===== src/rtl/alu_arb_pkg.sv =====
// Shared types and constants for the two-requester ALU arbiter.
// Holds the FSM state encoding and the opcode values the ALU understands.
// Opcodes are listed for reference only; the arbiter never decodes them.
package alu_arb_pkg;

   typedef enum logic [1:0] {
      IDLE = 2'd0,
      EXEC = 2'd1,
      RESP = 2'd2
   } state_e;

   localparam int OPW = 3;
   localparam int STW = 4;

   localparam logic [OPW-1:0] OP_ADD = 3'b000;
   localparam logic [OPW-1:0] OP_XOR = 3'b001;
   localparam logic [OPW-1:0] OP_AND = 3'b010;
   localparam logic [OPW-1:0] OP_OR  = 3'b011;
   localparam logic [OPW-1:0] OP_NOR = 3'b100;
   localparam logic [OPW-1:0] OP_SL  = 3'b101;
   localparam logic [OPW-1:0] OP_SR  = 3'b110;

endpackage


===== src/rtl/rr_arb2.sv =====
// Two-way grant picker: a lone valid wins, a tie goes to the one not granted last.
// Latency: purely combinational, zero cycles.
// Backpressure: none; the caller decides whether the grant is consumed.
module rr_arb2 (
   input  logic valid0_i,
   input  logic valid1_i,
   input  logic last_i,     // id granted most recently
   output logic gnt_o       // 0 = requester 0, 1 = requester 1
);

   // Tie: alternate away from last winner; otherwise pick whichever is valid.
   always_comb begin
      gnt_o = 1'b0;
      if (valid0_i && valid1_i) begin
         gnt_o = ~last_i;
      end else begin
         gnt_o = valid1_i;
      end
   end

endmodule


===== src/rtl/alu_arbiter.sv =====
// Shares one combinational ALU between two requesters (IDLE -> EXEC -> RESP).
// Latency: accept edge N, result captured at N+1, response valid after N+1; one op per 3 cycles.
// Backpressure: no new accept until the owner takes its response; ALU_ARB_FIXED_PRIO_EN makes req0 win ties.
module alu_arbiter
   import alu_arb_pkg::*;
#(
   parameter int DW = 32
) (
   input  logic            clk,
   input  logic            rst_n,
   input  logic            req0_valid,
   input  logic            req1_valid,
   output logic            req0_ready,
   output logic            req1_ready,
   input  logic [DW-1:0]   req0_a,
   input  logic [DW-1:0]   req0_b,
   input  logic [DW-1:0]   req1_a,
   input  logic [DW-1:0]   req1_b,
   input  logic            req0_cin,
   input  logic            req0_sub,
   input  logic            req1_cin,
   input  logic            req1_sub,
   input  logic [OPW-1:0]  req0_op,
   input  logic [OPW-1:0]  req1_op,
   output logic            rsp0_valid,
   output logic            rsp1_valid,
   input  logic            rsp0_ready,
   input  logic            rsp1_ready,
   output logic [DW-1:0]   rsp_result,
   output logic [STW-1:0]  rsp_status,
   output logic [DW-1:0]   alu_a,
   output logic [DW-1:0]   alu_b,
   output logic            alu_cin,
   output logic            alu_sub,
   output logic [OPW-1:0]  alu_op,
   input  logic [DW-1:0]   alu_result,
   input  logic [STW-1:0]  alu_status
);

   state_e          state_q;
   logic [DW-1:0]   a_q, b_q, res_q;
   logic            cin_q, sub_q, id_q;
   logic [OPW-1:0]  op_q;
   logic [STW-1:0]  stat_q;
   logic            rsp0_vld_q, rsp1_vld_q;
   logic            ptr;
   logic            gnt;
   logic            accept;
   logic            owner_rdy;

`ifdef ALU_ARB_FIXED_PRIO_EN
   // Pretend requester 1 always won last so requester 0 takes every tie.
   assign ptr = 1'b1;
`else
   logic last_q;
   assign ptr = last_q;
`endif

   rr_arb2 u_rr_arb2 (
      .valid0_i (req0_valid),
      .valid1_i (req1_valid),
      .last_i   (ptr),
      .gnt_o    (gnt)
   );

   // Ready only in IDLE, only to the granted requester, and never while reset is held.
   assign req0_ready = rst_n && (state_q == IDLE) && req0_valid && !gnt;
   assign req1_ready = rst_n && (state_q == IDLE) && req1_valid && gnt;
   assign accept     = req0_ready || req1_ready;
   assign owner_rdy  = id_q ? rsp1_ready : rsp0_ready;

   // ALU is always fed from the operand registers, never straight from requesters.
   assign alu_a      = a_q;
   assign alu_b      = b_q;
   assign alu_cin    = cin_q;
   assign alu_sub    = sub_q;
   assign alu_op     = op_q;
   assign rsp_result = res_q;
   assign rsp_status = stat_q;
   assign rsp0_valid = rsp0_vld_q;
   assign rsp1_valid = rsp1_vld_q;

   // Arbiter FSM with registered operands, result and response valids.
   always_ff @(posedge clk or negedge rst_n) begin
      if (!rst_n) begin
         state_q    <= IDLE;
         a_q        <= '0;
         b_q        <= '0;
         cin_q      <= 1'b0;
         sub_q      <= 1'b0;
         op_q       <= '0;
         id_q       <= 1'b0;
         res_q      <= '0;
         stat_q     <= '0;
         rsp0_vld_q <= 1'b0;
         rsp1_vld_q <= 1'b0;
`ifndef ALU_ARB_FIXED_PRIO_EN
         last_q     <= 1'b1;
`endif
      end else begin
         case (state_q)
            IDLE: begin
               if (accept) begin
                  a_q     <= gnt ? req1_a   : req0_a;
                  b_q     <= gnt ? req1_b   : req0_b;
                  cin_q   <= gnt ? req1_cin : req0_cin;
                  sub_q   <= gnt ? req1_sub : req0_sub;
                  op_q    <= gnt ? req1_op  : req0_op;
                  id_q    <= gnt;
`ifndef ALU_ARB_FIXED_PRIO_EN
                  last_q  <= gnt;
`endif
                  state_q <= EXEC;
               end
            end
            EXEC: begin
               res_q      <= alu_result;
               stat_q     <= alu_status;
               rsp0_vld_q <= ~id_q;
               rsp1_vld_q <= id_q;
               state_q    <= RESP;
            end
            RESP: begin
               if (owner_rdy) begin
                  rsp0_vld_q <= 1'b0;
                  rsp1_vld_q <= 1'b0;
                  state_q    <= IDLE;
               end
            end
            default: state_q <= IDLE;
         endcase
      end
   end

endmodule


===== config.mk =====
export PLATFORM = sky130hd
export DESIGN_NAME = alu_arbiter
export DESIGN_NICKNAME = d
export VERILOG_FILES = /design/src/rtl/alu_arb_pkg.sv /design/src/rtl/rr_arb2.sv /design/src/rtl/alu_arbiter.sv
export SDC_FILE = /design/constraint.sdc
export NUM_CORES = 1
export LEC_CHECK = 0
export CELL_PAD_IN_SITES_DETAIL_PLACEMENT = 0
export CELL_PAD_IN_SITES_GLOBAL_PLACEMENT = 1
export CORE_MARGIN = 10
export CORE_UTILIZATION = 27
export CTS_CLUSTER_DIAMETER = 80
export CTS_CLUSTER_SIZE = 16
export DETAILED_ROUTE_END_ITERATION = 6
export PLACE_DENSITY_LB_ADDON = 0.1
export SLEW_MARGIN = 20
export SYNTH_ARGS = -nofsm -noshare
export SYNTH_HDL_FRONTEND = slang
export SYNTH_SLANG_ARGS = --single-unit

===== constraint.sdc =====
create_clock -name clk -period 1.65 [get_ports clk]
set_input_delay 0.495 -clock clk [delete_from_list [all_inputs] [get_ports clk]]
set_output_delay 0.495 -clock clk [all_outputs]
set_load 0.02 [all_outputs]

After elaboration in Yosys (flattened, before gate mapping). Index checks and enable logic that the tools add are counted.

Logic and storage cells: 44. Output and inout port bits: 109. Register bits: 111.

Bitwise gates (word level): 2. Mux-type cells: 13. Reduce and logical (&&, ||, !) cells: 13. Equality and inequality tests: 4.

Operators by type and width (count): $mux W32 (2); $logic_and A1 B1 Y1 (6); $pmux W2 S3 (1); $reduce_and A2 Y1 (3); $mux W1 (5); $mux W2 (2); $ne A2 B2 Y1 const B (2); $pmux W1 S2 (2); $mux W3 (1); $eq A2 B1 Y1 const B (1); $eq A2 B2 Y1 const B (1); $logic_not A2 Y1 (1); $not A1 Y1 (2); $reduce_bool A2 Y1 (1); $logic_not A1 Y1 (1); $logic_or A1 B1 Y1 (1).

Logic depth before layout (Yosys ltp). Gate-level depths: netlist (run 1).

Depth after elaboration: 7. Gate-level depth with buffers: 5. Depth with buffers taken out: 3.

Modules after synthesis. A second synthesis (run 1) with hierarchy kept.

Cells, all modules: 329. Area, all modules: 5028.6 sq um.

By module, submodules not included: alu_arbiter (instances 1, area each 5017.3 sq um, cells each 328, seq. area each 2778.9 sq um); rr_arb2 (instances 1, area each 11.3 sq um, cells each 1, seq. area each 0.0 sq um).

Worst setup path after synthesis (run 1). OpenSTA, ideal clock, no wires.

Path type: input to output. Start: input req1_valid. End: output req1_ready. Arrival: 1.494 ns. Stages: 4. Setup slack: -0.339 ns. Path through: a21bo_2 -> clkbuf_1 -> buf_2 -> nor4b_2.

Cells in the longest elaborated chain, start to end: 3. Elaborated cells between the ends (all ways): 4.

Ends and longest elaborated chain: start: declaration (line alu_arbiter.sv:12) `input logic req1_valid,`; $logic_and A1 B1 Y1 (line rr_arb2.sv:14) `if (valid0_i && valid1_i) begin`; $mux W1 (line rr_arb2.sv:14); $logic_and A1 B1 Y1 (*) (line alu_arbiter.sv:68) `assign req1_ready = rst_n && (state_q == IDLE) && req1_valid && gnt;`; end: declaration (line alu_arbiter.sv:14) `output logic req1_ready,`.

Mark *: on every way between the ends. The rest lies on a longest branch, timed or not.

Worst setup path in the final report (run 1).
Start: input req1_valid. End: output req0_ready.

Cells in the longest elaborated chain, start to end: 4.

Ends and longest elaborated chain: $logic_and A1 B1 Y1 (line rr_arb2.sv:14); $mux W1 (*) (line rr_arb2.sv:14); $logic_not A1 Y1 (*) (line alu_arbiter.sv:67) `assign req0_ready = rst_n && (state_q == IDLE) && req0_valid && !gnt;`; $logic_and A1 B1 Y1 (*) (line alu_arbiter.sv:67); end: declaration (line alu_arbiter.sv:13) `output logic req0_ready,`.

Marked as above.

==> qor.csv, run 1 <==
metric,value,unit
start_util,27.5,%
antenna_left,0,
final_area,0.00903,sq mm
vias_per_cell,4.82,
die-area,0.0259,sq mm
layout_setup_ws,-0.241,ns
syn_inst,353,
route.met3.wl,1830,microns
die_x,161,microns
worstSetupPathType,in2out,
antenna_cells,0,
min_period,1.89,ns
drtIter0Drc,143,
critPathCaptureType,output pin,
nNetsFinal,826,
clk_pin_slew_worst_paths,0.09,ns
hold_violations,0,
dominantRegCellSynth,dfrtp_1,
grt_max_degree,112,
r2r_cells,5,
dp_hpwl,14400,microns
gr-total-overflow,0,
synth-seq-cells,111,
top_layer_used,met4,
setup_viol,2,
synth_cell_types,27,
core_area,0.0195,sq mm
drv_slew,0,
synth_edf_count,0,
cts_tree,yes,
place.gp.congestion,0.729,
synth_area_leaders,"dfrtp_1 (51%), a2bb2oi_2 (19%), o32ai_1 (11%)",
worst_pin_slew,0.634,ns
die_y,161,microns
violations,negative setup slack,
status,"finished, violations left",
yosysTopAreaCell,dfrtp_1,
fp-row-count,51,
first_pass_iters,4,
grt_pass1_vias,4947,
grt_first_pass_wirelength,29600,microns
p_leak,0.00352,uW
postCtsHoldBufs,0,
min_period_over_period,115,%
max_slew_margin,57.7,%
cp.arrival,1.40,ns
skew,0.0112,ns
fillCellCount,1792,
start_kind,input pin,
powerDensity,1680,mW/mm^2
drc_errors,0,
antenna_found_initial,0,
num_vias,4412,
rsz0062_at_grt,true,
dpl.cell_count,894,
synth_area,0.00536,sq mm
m1WireLength,8120,microns
numCtsBuffers,9,
portBuffers,288,
irDropWorstVdd,0.551,mV
synth_top_cells_by_count,"dfrtp_1 (110), a2bb2oi_2 (69), o32ai_1 (69), mux2_2 (28), buf_2 (18)",
synth_nets,533,
yosysMostFrequentCell,dfrtp_1,
hold_path.class,in2async,
grt_use_total,14.3,%
dpl_cell_area,0.00870,sq mm
root_buffer,clkbuf_16,
syn2layout_area_growth,68.5,%
instances_no_fill,916,
ys_warn_count,0,
drive_above_1_share,26.3,%
clockBufferDepth,2,
cp_max_fo,4,
cts_htree_levels,3,
yosysSeqAreaShare,51.9,%
avgSynthCellArea,15.2,sq um
yosys.area.top_type_share,51.4,%
io_pins,289,
worstSkewPairLatency,0.35,ns
worst_hold_slack,0.336,ns
clock-sinks,111,
regArea,0.00278,sq mm
timing.fmax,529,MHz
async_flop_share,100,%
wl_met2,9550,microns
multi_input_area,0.00230,sq mm
max-cap-violations,0,
required,1.15,ns
routed_wl,19800,microns
routedWlPerCell,21.7,microns
per-stage QoR:
stage / setup TNS, ns / power [uW] / worst slack (ns) / utilization, %
floorplan: -0.172 / 9720 / -0.143 / -
global placement: -23.67 / 13700 / -0.500 / 44.7
detailed placement: -23.44 / 13800 / -0.500 / 44.7
CTS: -0.527 / 15300 / -0.264 / 45.8
global route: -1.23 / 16100 / -0.277 / 46.4
finish: -0.447 / 15200 / -0.241 / 46.4
kinds of logic (layout without fill, tap and decap cells):
kind of cell | after synthesis | count (layout) | synth area share [%]
AO/OA/AOI/OAI | 152 | 152 | 32.6
buffers and inverters | 45 | 343 | 6.12
flip-flops | 111 | 111 | 51.9
multiplexers | 36 | 36 | 8.13
AND/OR/NAND/NOR | 9 | 9 | 1.33
worst max-delay path, stage by stage:
cell and delay, ns:
dlygate4sd2_1 0.25, buf_4 0.15, nor2b_4 0.15, nor3b_4 0.21, buf_12 0.14
area by class of cell:
type / instances / area share (%)
clock buffer: 9 / 2.50
inverter: 2 / 0.0832
timing repair buffer: 325 / 36.5
tap: 265 / 3.67
multi-input combinational: 197 / 25.5
clock inverter: 7 / 1.01
sequential: 111 / 30.8
sequential cells by signal (all words and copies together), names as in the netlist:
signal,flops
alu_a,32
alu_b,32
alu_cin,1
alu_op,3
alu_sub,1
id_q,1
last_q,1
rsp0_valid,1
rsp1_valid,1
rsp_result,32
rsp_status,4
state_q,2
layout by cell type (no fill, tap or decap), types with 2 or more instances in the layout:
master           synthesis  final
clkinv_4                 0      2
buf_12                   7     12
clkdlybuf4s15_1          0      7
o32ai_1                 69     69
clkdlybuf4s50_1          0    176
nor3b_4                  0      2
nor2b_1                  3      2
clkbuf_16                0     12
mux2_4                   8      8
a21o_1                   3      3
buf_16                   0      3
a21oi_1                  4      4
nand3_1                  2      2
dlygate4sd2_1            0    102
mux2_2                  28     28
a2bb2oi_2               69     69
buf_4                    0     21
dfrtp_1                110    110
where the power goes:
| part | switching, uW | total, uW | internal, uW |
|---|---|---|---|
| clock | 1110 | 2320 | 1220 |
| combinational | 4000 | 8060 | 4050 |
| sequential | 794 | 4820 | 4030 |
worst paths after layout:
kind	startpoint	endpoint	slack [ns]
setup / recovery	req1_valid	req0_ready	-0.24
hold / removal	rst_n	rsp_result[30]$_DFFE_PN0P_	0.34
setup reg to reg	state_q[0]$_DFFE_PN0P_	alu_a[24]$_DFFE_PN0P_	0.05
hold reg to reg	rsp_result[8]$_DFFE_PN0P_	rsp_result[8]$_DFFE_PN0P_	0.50
max in group asynchronous	rst_n	alu_a[3]$_DFFE_PN0P_	0.81
min in group clk	rsp_result[8]$_DFFE_PN0P_	rsp_result[8]$_DFFE_PN0P_	0.50
layer usage:
layer | up-vias | GRT usage, %
met3 | 18 | 6.11
met1 | 2177 | 16.5
li1 | 2036 | -
met4 | 0 | 4.76
met5 | - | 0
met2 | 181 | 23.6
timing repair:
item / 4_1_cts / 5_1_grt
cloned: 0 / 3
pin swaps: 1 / 3
resized for setup: 111 / 10
buffers inserted: 3 / 1
setup endpoints to repair: 118 / 41
Note: power is estimated with default switching activity, not from simulation.
==> run 2, diff against run 1 <==
--- a/config.mk
+++ b/config.mk
@@ -5,6 +5,7 @@
 export SDC_FILE = /design/constraint.sdc
 export NUM_CORES = 1
 export LEC_CHECK = 0
+export CAP_MARGIN = 20
 export CELL_PAD_IN_SITES_DETAIL_PLACEMENT = 0
 export CELL_PAD_IN_SITES_GLOBAL_PLACEMENT = 1
 export CORE_MARGIN = 10
@@ -13,6 +14,7 @@
 export CTS_CLUSTER_SIZE = 16
 export DETAILED_ROUTE_END_ITERATION = 6
 export PLACE_DENSITY_LB_ADDON = 0.1
+export SETUP_SLACK_MARGIN = 0.15
 export SLEW_MARGIN = 20
 export SYNTH_ARGS = -nofsm -noshare
 export SYNTH_HDL_FRONTEND = slang
==> qor.csv, run 2 (synthesis gave the netlist of run 1 again) <==
metric,value,unit
status,"finished, violations left",
violations,negative setup slack,
clk_pin_slew_worst_paths,0.07,ns
cts_tree,yes,
io_pins,289,
final_common_cell,clkdlybuf4s50_1,
grt_first_pass_wirelength,32100,microns
antenna_cells,0,
min_period,1.90,ns
place_ws,-0.500,ns
timing.fmax,528,MHz
gr-total-overflow,0,
die_y,161,microns
irDropWorstVdd,0.587,mV
core_area,0.0195,sq mm
nNetsFinal,860,
worst_hold_slack,0.358,ns
fin_tns_setup,-0.476,ns
clock-sinks,111,
routedWlPerCell,23.5,microns
worstSkewPairLatency,0.35,ns
drv_slew,0,
place.gp.congestion,0.729,
max-cap-violations,0,
cp.arrival,1.40,ns
design_power_total,16100,uW
hold_path.class,in2async,
r2r_start,state_q[0]$_DFFE_PN0P_,
mostFrequentLayoutCells,"clkdlybuf4s50_1 (176), dfrtp_1 (110), buf_2 (106)",
cp_max_fo,4,
vias_per_cell,4.89,
fp-row-count,51,
numCtsBuffers,9,
antenna_left,0,
grt_pass1_vias,5127,
reg2reg_to,alu_b[25]$_DFFE_PN0P_,
grt_use_total,15.8,%
start_util,27.5,%
num_vias,4644,
drive_above_1_share,46.1,%
drc_errors,0,
root_buffer,clkbuf_16,
worstSetupEndpoint,req0_ready,
cts_htree_levels,3,
grt_max_degree,112,
rsz0062_at_grt,true,
r2r_cells,8,
regToRegSetupSlack,0.01,ns
die-area,0.0259,sq mm
start_kind,input pin,
setup_viol,2,
dp_hpwl,14400,microns
critPathCaptureType,output pin,
first_pass_iters,4,
skew,0.00986,ns
min_period_over_period,115,%
antenna_found_initial,0,
routed_wl,22300,microns
layout_setup_ws,-0.246,ns
worstSetupPathType,in2out,
powerDensity,1720,mW/mm^2
drtIter0Drc,175,
instances_no_fill,950,
portBuffers,288,
dpl.cell_count,894,
syn2layout_area_growth,75.0,%
p_leak,0.00374,uW
die_x,161,microns
max_slew_margin,58.6,%
hold_violations,0,
required,1.15,ns
worst_pin_slew,0.621,ns
cp-startpoint,req1_valid,
clockBufferDepth,2,
[run 2: changes by cell type in the layout (fill, tap and decap cells not counted), sizes merged]
cell and delta:
dlygate4sd2 -101, buf +135, bufbuf +1, clkbuf +4, clkdlybuf4s15 -5
[run 2: power breakdown]
| part | switching (uW) | leakage, uW | internal [uW] |
|---|---|---|---|
| Sequential | 816 | 0.00124 | 4030 |
| Combinational | 4360 | 0.00235 | 4550 |
| Clock | 1110 | 0.000151 | 1220 |
| Total | 6290 | 0.00374 | 9800 |
[run 2: final cells by class]
cell class | count | area [sq um]
repair buffers | 359 | 3620
well taps | 265 | 332
fillers | 1742 | 10100
clock buffers | 9 | 225
flip-flops and latches | 111 | 2780
multi-input cells | 197 | 2320
inverters | 2 | 7.51
clock inverters | 7 | 91.3
[run 2: worst max-delay path: stages]
cell           delay, ns
dlygate4sd2_1       0.25
buf_4               0.15
nor2b_4             0.15
nor3b_4             0.21
buf_12              0.15
[run 2: stage by stage]
stage                     utilization, %  instance area [sq um]
after global placement              44.7                   8700
after global routing                48.2                   9370
after CTS                           46.8                   9110
final                               48.2                   9370
after detailed placement            44.7                   8700
after floorplan                        -                   5410
[run 2: what timing repair did]
item                       in CTS  in global routing
hold buffers                    0                  0
gates resized for setup       465                 19
pin swaps                       3                  3
setup endpoints to repair     180                119
setup buffers                  11                  7
cloned                         13                  9
[run 2: worst min path at each step]
stage,endpoint,slack (ns),cells past startpoint
floorplan,alu_a[0]$_DFFE_PN0P_,0.20,0
global placement,rsp_status[2]$_DFFE_PN0P_,0.49,1
detailed placement,rsp_result[8]$_DFFE_PN0P_,0.49,1
CTS,rsp_result[1]$_DFFE_PN0P_,0.39,3
global route,rsp_result[18]$_DFFE_PN0P_,0.41,3
finish,alu_b[23]$_DFFE_PN0P_,0.36,3
[run 2: routing by layer]
layer	GRT usage, %	vias to the layer above	wire, microns
li1	-	2114	-
met1	18.5	2323	8980
met2	26.5	186	11200
met3	5.42	21	1620
met4	5.21	0	447
met5	0	-	0
==> run 3, diff against run 2 <==
--- a/config.mk
+++ b/config.mk
@@ -8,14 +8,15 @@
 export CAP_MARGIN = 20
 export CELL_PAD_IN_SITES_DETAIL_PLACEMENT = 0
 export CELL_PAD_IN_SITES_GLOBAL_PLACEMENT = 1
+export CORE_ASPECT_RATIO = 0.75
 export CORE_MARGIN = 10
 export CORE_UTILIZATION = 27
 export CTS_CLUSTER_DIAMETER = 80
 export CTS_CLUSTER_SIZE = 16
 export DETAILED_ROUTE_END_ITERATION = 6
+export GPL_TIMING_DRIVEN = 0
 export PLACE_DENSITY_LB_ADDON = 0.1
 export SETUP_SLACK_MARGIN = 0.15
-export SLEW_MARGIN = 20
 export SYNTH_ARGS = -nofsm -noshare
 export SYNTH_HDL_FRONTEND = slang
 export SYNTH_SLANG_ARGS = --single-unit
==> qor.csv, run 3 (synthesis gave the netlist of run 1 again) <==
metric,value,unit
fin_util,50.8,%
dpl.cell_count,895,
status,"finished, violations left",
start_kind,flip-flop,
clk_pin_slew_worst_paths,0.08,ns
clock-sinks,111,
drtIter0Drc,178,
mostFrequentLayoutCells,"clkdlybuf4s50_1 (176), buf_2 (115), dfrtp_1 (108)",
routed_wl,21800,microns
worstSkewPairLatency,0.36,ns
final_area,0.00988,sq mm
crit_chain,a21bo_4 -> clkbuf_16 -> buf_12 -> nor4b_4 -> buf_4,
powerDensity,1640,mW/mm^2
die_y,142,microns
cp_max_fo,4,
syn2layout_area_growth,84.3,%
hold_path.class,in2async,
setup_viol,10,
first_pass_iters,4,
final_common_cell,clkdlybuf4s50_1,
min_period_over_period,127,%
required,1.15,ns
nNetsFinal,867,
hold_violations,0,
max_slew_margin,47.7,%
place_ws,-1.69,ns
worstSetupPathType,reg2out,
antenna_left,0,
drv_slew,0,
crit_path_max_incr_delay,0.39,ns
grt_first_pass_wirelength,33000,microns
max-cap-violations,0,
root_buffer,clkbuf_16,
num_vias,4601,
portBuffers,288,
gr-total-overflow,0,
place.gp.congestion,0.831,
slowest_stage,dfstp_2,
irDropWorstVdd,0.758,mV
cp.arrival,1.60,ns
antenna_cells,0,
drive_above_1_share,54.6,%
dpl_cell_area,0.00864,sq mm
die-area,0.0259,sq mm
clockBufferDepth,2,
grt_use_total,16.5,%
critPathCaptureType,output pin,
cts_tree,yes,
violations,negative setup slack,
drc_errors,0,
min_period,2.09,ns
p_leak,0.00387,uW
fp-row-count,44,
io_pins,289,
numCtsBuffers,9,
grt_pass1_vias,5247,
routedWlPerCell,23.0,microns
grt_max_degree,36,
skew,0.0104,ns
die_x,183,microns
timing.fmax,478,MHz
vias_per_cell,4.87,
worst_hold_slack,0.0634,ns
core_area,0.0194,sq mm
start_util,27.6,%
cts_htree_levels,3,
layout_setup_ws,-0.441,ns
dp_hpwl,15300,microns
rsz0062_at_grt,true,
worst_pin_slew,0.784,ns
antenna_found_initial,0,
instances_no_fill,945,
## run 3: final timing paths
kind                                                  from                    endpoint  slack [ns]  cells after the start
worst min-delay path                                 rst_n         alu_cin$_DFFE_PN0P_        0.06                      1
min in group clk                                req0_valid          last_q$_DFFE_PN1P_        0.40                      2
worst max-delay path                    last_q$_DFFE_PN1P_                  req1_ready       -0.44                      5
worst min register to register  rsp_result[18]$_DFFE_PN0P_  rsp_result[18]$_DFFE_PN0P_        0.51                      1
max in group asynchronous                            rst_n       alu_b[31]$_DFFE_PN0P_        0.62                      2
worst max register to register      state_q[0]$_DFFE_PN0P_  rsp_result[24]$_DFFE_PN0P_       -0.10                      8
## run 3: layout make-up
| type | instances | area (sq um) |
|---|---|---|
| fill | 1700 | 9560 |
| timing repair buffer | 323 | 2960 |
| multi-input combinational | 197 | 2940 |
| sequential | 111 | 2780 |
| buffer | 43 | 559 |
| tap | 253 | 317 |
| clock buffer | 10 | 239 |
| clock inverter | 6 | 75.1 |
| inverter | 2 | 7.51 |
## run 3: power by group
group	leakage [uW]	total (uW)	internal, uW	switching [uW]
clock network	0.000151	2320	1240	1080
logic	0.00248	8980	4530	4450
registers	0.00124	4860	4030	823
## run 3: metal layers
| layer | part of all wire (%) | global-route usage [%] | vias to the layer above | wire length [microns] |
|---|---|---|---|---|
| li1 | - | - | 2118 | - |
| met1 | 43 | 20.8 | 2290 | 9300 |
| met2 | 47 | 26.4 | 176 | 10300 |
| met3 | 9.1 | 6.45 | 17 | 1990 |
| met4 | 0.92 | 3.20 | 0 | 201 |
| met5 | 0 | 0 | - | 0 |
## run 3: what timing repair did
| item | 4_1_cts | 5_1_grt |
|---|---|---|
| gates cloned | 11 | 0 |
| buffers inserted | 18 | 4 |
| gates resized for setup | 608 | 12 |
| setup endpoints to repair | 210 | 107 |
| hold buffers | 1 | 0 |
| endpoints found under the hold margin | 9 | 0 |
| pin swaps | 4 | 1 |
## run 3: critical path, delay by kind of cell (launching register included)
kind,cells,cell delay (ns)
compound gates,1,0.21
simple gates,1,0.19
flops,1,0.39
buf+inv,3,0.44
## run 3: stage by stage
step	TNS, ns	power [uW]
floorplan	-0.172	9720
global placement	-854.46	13600
detailed placement	-64.84	13700
CTS	-3.01	16300
global route	-3.01	17100
finish	-1.47	16200
